===== src/rtl/rocc_dispatch_ctrl.sv =====
// RoCC command dispatcher: in-order command FIFO feeding NUM_ACCEL accelerators with per-channel busy tracking.
// Optional per-channel busy timeout is enabled by defining ROCC_TIMEOUT_EN.
module rocc_dispatch_ctrl #(
  parameter int NUM_ACCEL      = 2,
  parameter int CMD_DEPTH      = 4,
  parameter int FUNCT_W        = 7,
  parameter int DATA_W         = 32,
  parameter int TIMEOUT_CYCLES = 1024,
  localparam int SEL_W         = (NUM_ACCEL > 1) ? $clog2(NUM_ACCEL) : 1
) (
  input  logic                 clk,
  input  logic                 rst,
  input  logic                 is_rocc_instr,
  input  logic                 rocc_blocking,
  input  logic [SEL_W-1:0]     rocc_sel,
  input  logic [FUNCT_W-1:0]   rocc_funct,
  input  logic [DATA_W-1:0]    rocc_rs1,
  input  logic [DATA_W-1:0]    rocc_rs2,
  output logic                 stall,
  output logic [NUM_ACCEL-1:0] cmd_valid,
  input  logic [NUM_ACCEL-1:0] cmd_ready,
  output logic [FUNCT_W-1:0]   cmd_funct,
  output logic [DATA_W-1:0]    cmd_rs1,
  output logic [DATA_W-1:0]    cmd_rs2,
  input  logic [NUM_ACCEL-1:0] done,
  output logic [NUM_ACCEL-1:0] busy,
  output logic [NUM_ACCEL-1:0] timeout_err
);

  localparam int PTR_W = $clog2(CMD_DEPTH);

  typedef enum logic {ST_NORMAL, ST_DRAIN} state_t;

  generate
    if (NUM_ACCEL < 1 || CMD_DEPTH < 2 || (CMD_DEPTH & (CMD_DEPTH - 1)) != 0 || TIMEOUT_CYCLES < 1)
    begin : g_param_check
      $error("rocc_dispatch_ctrl: illegal parameter combination");
    end
  endgenerate

  logic [SEL_W-1:0]   r_sel   [CMD_DEPTH];
  logic [FUNCT_W-1:0] r_funct [CMD_DEPTH];
  logic [DATA_W-1:0]  r_rs1   [CMD_DEPTH];
  logic [DATA_W-1:0]  r_rs2   [CMD_DEPTH];
  logic [PTR_W-1:0]   r_wptr, r_rptr;
  logic [PTR_W:0]     r_count;
  logic [NUM_ACCEL-1:0] r_busy;
  state_t             r_state, w_state_nxt;

  logic               w_push, w_pop, w_empty, w_full, w_idle;
  logic [SEL_W-1:0]   w_head_sel;
  logic [NUM_ACCEL-1:0] w_timeout;

  assign w_empty    = (r_count == '0);
  assign w_full     = (r_count == (PTR_W+1)'(CMD_DEPTH));
  assign w_idle     = w_empty && (r_busy == '0);
  assign w_head_sel = r_sel[r_rptr];
  assign cmd_funct  = r_funct[r_rptr];
  assign cmd_rs1    = r_rs1[r_rptr];
  assign cmd_rs2    = r_rs2[r_rptr];
  assign busy       = r_busy;

  // Only the head may issue; a busy target blocks everything behind it.
  always_comb begin
    cmd_valid = '0;
    for (int i = 0; i < NUM_ACCEL; i++) begin
      if (!w_empty && w_head_sel == SEL_W'(i) && !r_busy[i]) cmd_valid[i] = 1'b1;
    end
  end

  assign w_pop = |(cmd_valid & cmd_ready);

  always_comb begin
    w_state_nxt = r_state;
    stall       = 1'b0;
    w_push      = 1'b0;
    case (r_state)
      ST_NORMAL: begin
        if (is_rocc_instr) begin
          if (rocc_blocking) begin
            if (!w_idle) begin
              stall       = 1'b1;
              w_state_nxt = ST_DRAIN;
            end
          end else if (w_full) begin
            stall = 1'b1;
          end else begin
            w_push = 1'b1;
          end
        end
      end
      ST_DRAIN: begin
        if (w_idle) w_state_nxt = ST_NORMAL;
        else        stall       = 1'b1;
      end
      default: w_state_nxt = ST_NORMAL;
    endcase
  end

  always_ff @(posedge clk) begin
    if (rst) r_state <= ST_NORMAL;
    else     r_state <= w_state_nxt;
  end

  always_ff @(posedge clk) begin
    if (w_push) begin
      r_sel[r_wptr]   <= rocc_sel;
      r_funct[r_wptr] <= rocc_funct;
      r_rs1[r_wptr]   <= rocc_rs1;
      r_rs2[r_wptr]   <= rocc_rs2;
    end
  end

  always_ff @(posedge clk) begin
    if (rst) begin
      r_wptr  <= '0;
      r_rptr  <= '0;
      r_count <= '0;
    end else begin
      if (w_push) r_wptr <= r_wptr + PTR_W'(1);
      if (w_pop)  r_rptr <= r_rptr + PTR_W'(1);
      case ({w_push, w_pop})
        2'b10:   r_count <= r_count + (PTR_W+1)'(1);
        2'b01:   r_count <= r_count - (PTR_W+1)'(1);
        default: r_count <= r_count;
      endcase
    end
  end

  // Issue only targets an idle channel, so set and clear never collide.
  always_ff @(posedge clk) begin
    if (rst) begin
      r_busy <= '0;
    end else begin
      for (int i = 0; i < NUM_ACCEL; i++) begin
        if (w_pop && w_head_sel == SEL_W'(i)) r_busy[i] <= 1'b1;
        else if (done[i] || w_timeout[i])    r_busy[i] <= 1'b0;
      end
    end
  end

`ifdef ROCC_TIMEOUT_EN
  localparam int TO_W = $clog2(TIMEOUT_CYCLES + 1);

  logic [TO_W-1:0]      r_to_cnt [NUM_ACCEL];
  logic [NUM_ACCEL-1:0] r_timeout_err;

  // Fires in the TIMEOUT_CYCLES-th busy cycle so busy is high exactly that many cycles.
  always_comb begin
    w_timeout = '0;
    for (int i = 0; i < NUM_ACCEL; i++) begin
      w_timeout[i] = r_busy[i] && (r_to_cnt[i] == TO_W'(TIMEOUT_CYCLES - 1));
    end
  end

  always_ff @(posedge clk) begin
    if (rst) begin
      r_timeout_err <= '0;
      for (int i = 0; i < NUM_ACCEL; i++) r_to_cnt[i] <= '0;
    end else begin
      for (int i = 0; i < NUM_ACCEL; i++) begin
        if (!r_busy[i]) r_to_cnt[i] <= '0;
        else            r_to_cnt[i] <= r_to_cnt[i] + TO_W'(1);
        if (w_timeout[i]) r_timeout_err[i] <= 1'b1;
      end
    end
  end

  assign timeout_err = r_timeout_err;
`else
  assign w_timeout   = '0;
  assign timeout_err = '0;
`endif

endmodule


===== config.mk =====
export PLATFORM = sky130hd
export DESIGN_NAME = rocc_dispatch_ctrl
export DESIGN_NICKNAME = d
export VERILOG_FILES = /design/src/rtl/rocc_dispatch_ctrl.sv
export SDC_FILE = /design/constraint.sdc
export NUM_CORES = 1
export LEC_CHECK = 0
export CAP_MARGIN = 20
export CORE_MARGIN = 5
export CORE_UTILIZATION = 54
export DETAILED_ROUTE_END_ITERATION = 7
export GPL_TIMING_DRIVEN = 0
export PLACE_DENSITY = 0.9
export SKIP_CTS_REPAIR_TIMING = 1
export SYNTH_ARGS = -nofsm -noshare
export SYNTH_HDL_FRONTEND = slang
export SYNTH_SLANG_ARGS = --single-unit

===== constraint.sdc =====
create_clock -name clk -period 3.5 [get_ports clk]
set_input_delay 0.7 -clock clk [delete_from_list [all_inputs] [get_ports clk]]
set_output_delay 0.7 -clock clk [all_outputs]
set_load 0.02 [all_outputs]

### Yosys cells after proc, flatten, opt, wreduce, memory -nomap -nowiden

Memories as Yosys holds them, arrays and structs flattened. A register that Yosys moved wholly into a read port is not among the register bits.
Index checks and enable logic that the tools add are counted.

* register bits after elaboration: 10
* bits in writable memories: 288
* input bits: 80
* output and inout bits: 78
* word-level logic and storage cells: 65
* memories kept: 4

Memory list
* r_rs1: depth 4, bits a word 32, rd ports 1, clocked after Yosys merged registers in 1, write ports 1, line 43 `logic [DATA_W-1:0] r_rs1 [CMD_DEPTH];`
* r_rs2: depth 4, bits a word 32, rd ports 1, clocked after Yosys merged registers in 1, write ports 1, line 44 `logic [DATA_W-1:0] r_rs2 [CMD_DEPTH];`
* r_funct: depth 4, bits a word 7, rd ports 1, clocked after Yosys merged registers in 1, write ports 1, line 42 `logic [FUNCT_W-1:0] r_funct [CMD_DEPTH];`
* r_sel: depth 4, bits a word 1, rd ports 1, clocked after Yosys merged registers in 1, write ports 1, line 41 `logic [SEL_W-1:0] r_sel [CMD_DEPTH];`

* add/sub/neg operators: 4
* equal/unequal tests: 3
* mux-type cells: 29
* bitwise operators: 3
* reductions and logical operators: 16

Operators by type and width (number)
* $mux 1: 18
* $mux 2: 8
* $logic_and 1x1->1: 7
* $pmux 3 s2: 1
* $reduce_bool 2->1: 3
* $add 2x1->2 const B: 2
* $pmux 1 s2: 2
* $add 3x1->3 const B: 1
* $eq 3x3->1 const B: 1
* $logic_not 1->1: 3
* $logic_not 3->1: 1
* $sub 3x1->3 const B: 1
* $and 2x2->2: 1
* $eq 2x1->1 const B: 1
* $eq 2x2->1 const B: 1
* $logic_not 2->1: 1
* $not 1->1: 2
* $reduce_or 2->1: 1

### Longest topological paths before layout

* word-level depth: 9
* gate-level depth with buffers: 10
* gate-level depth less buffers: 9

### Least setup slack after synthesis

OpenSTA, ideal clock, no wires.

* path kind: input to register
* from: input rocc_blocking
* to: memory r_funct[1][0] (enable)
* setup time: 0.438 ns
* arrival: 2.866 ns
* data required time: 3.062 ns
* setup slack: 0.196 ns
* cell stages on the path: 4
* buffers on the path: 1
* cell sequence: nor2_1 and3_1 clkbuf_1 and2_1

* word-level cells in the longest chain between the ends: 5

RTL lines
* start: declaration: line 14 `input logic rocc_blocking,`
* $mux 1: line 80 `if (rocc_blocking) begin`
* $mux 1: line 79 `if (is_rocc_instr) begin`
* $mux 1: line 77 `case (r_state)`
* $mux 1: line 106 `if (w_push) begin`
* $mux 1 (not written as such): line 108 `r_funct[r_wptr] <= rocc_funct;`
* end: declaration: line 42

No other way between the ends.

==> results.ini <==
[setup_path]
ff2ff_setup_slack_ns = 0.65
crit_path_max_fanout = 10
critPathKind = reg2out
slowest_delay_ns = 0.57
r2r_cells = 10
required_ns = 2.80
r2r-end = r_count[2]
crit_slowest_cell = clkdlybuf4s50_1
crit_chain = buf_2 -> clkbuf_1 -> mux4_2 -> clkdlybuf4s50_1
startpoint_type = flop
cp.arrival_ns = 2.63
end_kind = output port

[placement]
hpwl_mm = 13.0
dp_slack_ns = 0.403
routabilityCongestion = 0.759
placed_cell_area_mm2 = 0.0130
port_buffers = 155

[floorplanning]
die_h_um = 153
initial_utilization_pct = 54.7
dieArea_mm2 = 0.0234
top_level_ports = 158
die_x_um = 153
rows = 52
core_mm2 = 0.0202

[detailed_routing]
wl_per_cell_um = 21.9
drtAntennaViolNets = 0
dr.pass1.iters = 5
detail_route.iter0.violations = 274
vias = 5216
via_per_inst = 5.55
drt-total-wl_mm = 20.6
drc = 0

[pwr]
power_frac_seq_pct = 43.4
power_density_mw_per_mm2 = 700
p_sw_mw = 2.57
comb_power_share_pct = 27.3
p_clk_share_pct = 29.3
power.leakage_nw = 4.41
switching_share_pct = 26.4
intPower_mw = 7.16
peakVddDrop_mv = 0.521

[clock_network]
path_clk_slew_ns = 0.06
cts.root.buffer_cell = clkbuf_16
cts_max_path_buffers = 3
ctsHtreeMaxLevel = 1
cts_buffers = 28
clkSinkCount = 300
worstSkewPairLatency_ns = 0.53
cts_tree = done

[global_routing]
grt_busiest_layer = met2
grt_pass1_wl_mm = 32.7
first_global_vias = 5736
grt_max_degree = 54
antenna_found_initial = 0
grtUsageMet2_pct = 30.9
grtUsageTotal_pct = 17.8
gr-usage-met3_pct = 3.70
overflow = 0
use_met1_pct = 23.8

[synthesis]
syn-mean-instance-area_um2 = 24.1
synth_top_family_by_area = multiplexers
synth_area_mm2 = 0.0110
synthCells = 458
synthXorXnorAreaFrac_pct = 0.238
yosysWarnings = 0
synthMuxAreaShare_pct = 15.0
yosysSeqAreaShare_pct = 80.6
synth.distinct_cells = 29
synthSimpleGateAreaFrac_pct = 1.52
synth_seq_cells = 300
post_synth_fa_ha_maj_area_fraction_pct = 0.749
synth_compound_area_share_pct = 0.613

[worst_hold_path]
min_from = r_wptr[1]
whs_path_depth = 2
holdCritPathClass = reg2reg
holdPathEnd = r_wptr[1]

[layout]
drive_gt1_share_pct = 19.7
fillers = 1230
fin_area_mm2 = 0.0139
area_growth_pct = 26.2
n_antenna_cell = 0
final_common_cell = edfxtp_1
area.sequential_mm2 = 0.00889
multi_input_area_mm2 = 0.00202
finalNetCount = 734
final_cell_mix = 288 x edfxtp_1, 155 x clkdlybuf4s50_1, 72 x mux4_2, 29 x clkbuf_16, 17 x clkbuf_1

[sta]
slew_headroom_pct = 57.9
slew_viol_final = 0
setup_violations = 0
period_minus_slack_ns = 3.33
finalCritPeriodShare_pct = 95.2
hold_viol_final = 0
setup_tns_ns = 0
fin_worst_skew_ns = 0.0133
grt_setup_unrepaired = false
hold_slack_ns = 0.510
setup_ws_ns = 0.168
fmax_mhz = 300
tightestPinTransition_ns = 0.632

[status]
status = completed

[job]
maxCapViolations = 0

-- power groups by stage --
stage                     combinational [mW]  sequential [mW]  clock (mW)
final                                   2.66             4.23        2.85
after global routing                    2.84             4.24        3.09
after CTS                               2.71             4.23        2.92
after detailed placement                2.70             4.30           0
after global placement                  2.60             4.30           0
after floorplan                         1.60             4.29           0
-- sequential cells by signal (all words and copies together) (netlist names), named ones only --
signal and flops:
busy 2, r_rs1 128, r_rptr 2, r_rs2 128
r_count 3, r_state 1, r_wptr 2, r_funct 28
r_sel 4
-- critical path: cells and delay by family, from the launching register on --
| family | cells | cell delay [ns] |
|---|---|---|
| buffers and inverters | 3 | 1.36 |
| multiplexers | 1 | 0.43 |
| flip-flops | 1 | 0.31 |
-- worst max-delay path by stage --
stage | slack (ns) | end
finish | 0.17 | cmd_rs2[31]
detailed placement | 0.40 | r_count[2]
global route | 0.02 | cmd_rs2[4]
floorplan | 0.20 | r_funct[1][0]
CTS | 0.11 | cmd_rs2[4]
global placement | -1.49 | r_rs1[0][22]
-- kinds of logic (layout without fill, tap and decap cells) --
logic type / after synthesis / after routing
fa+ha+maj: 6 / 6
buf+inv: 28 / 238
other cells: 1 / 2
compound gates: 12 / 12
xor+xnor: 3 / 3
flops: 300 / 300
simple gates: 33 / 33
mux: 75 / 75
-- cell usage after synthesis --
cell | instances | area (um^2)
buf_2 | 8 | 40.0
conb_1 | 1 | 3.75
nor2_2 | 1 | 6.26
nor2_1 | 10 | 37.5
clkbuf_1 | 9 | 33.8
buf_4 | 2 | 15.0
and3_1 | 1 | 6.26
mux2i_2 | 1 | 13.8
nor3_1 | 5 | 25.0
a32oi_1 | 1 | 8.76
a21oi_1 | 6 | 30.0
fa_1 | 1 | 20.0
xor2_1 | 2 | 17.5
buf_6 | 1 | 11.3
inv_1 | 7 | 26.3
inv_2 | 1 | 3.75
edfxtp_1 | 288 | 8650
xnor2_1 | 1 | 8.76
mux4_2 | 72 | 1620
or3b_1 | 1 | 8.76
o31a_1 | 1 | 8.76
nor2b_1 | 4 | 25.0
and2_1 | 4 | 25.0
ha_1 | 5 | 62.6
mux2_1 | 2 | 22.5
or3_1 | 3 | 18.8
nand2_1 | 4 | 15.0
dfxtp_1 | 12 | 240
o21ai_0 | 4 | 20.0
-- metal layers --
layer / up-vias / wire length, um
met3: 37 / 1190
met2: 177 / 10800
met1: 2697 / 8220
met4: 0 / 348
met5: - / 0
li1: 2305 / -
-- through the flow --
| stage | power, mW | std cells | util [%] |
|---|---|---|---|
| 2_1_floorplan | 5.89 | 459 | - |
| 3_3_place_gp | 6.90 | 884 | 64.0 |
| 3_5_place_dp | 7.00 | 888 | 64.6 |
| 4_1_cts | 9.86 | 939 | 69.0 |
| 5_1_grt | 10.2 | 939 | 69.0 |
| 6_report | 9.73 | 939 | 69.0 |
-- layout make-up --
cell class / instances / share of cell area (%)
inverter: 8 / 0.216
timing repair buffer: 159 / 11.9
multi-input combinational: 131 / 14.5
tap: 270 / 2.43
buffer: 20 / 0.720
clock inverter: 14 / 0.845
clock buffer: 37 / 5.43
sequential: 300 / 63.9
(Power assumes the default switching activity.)
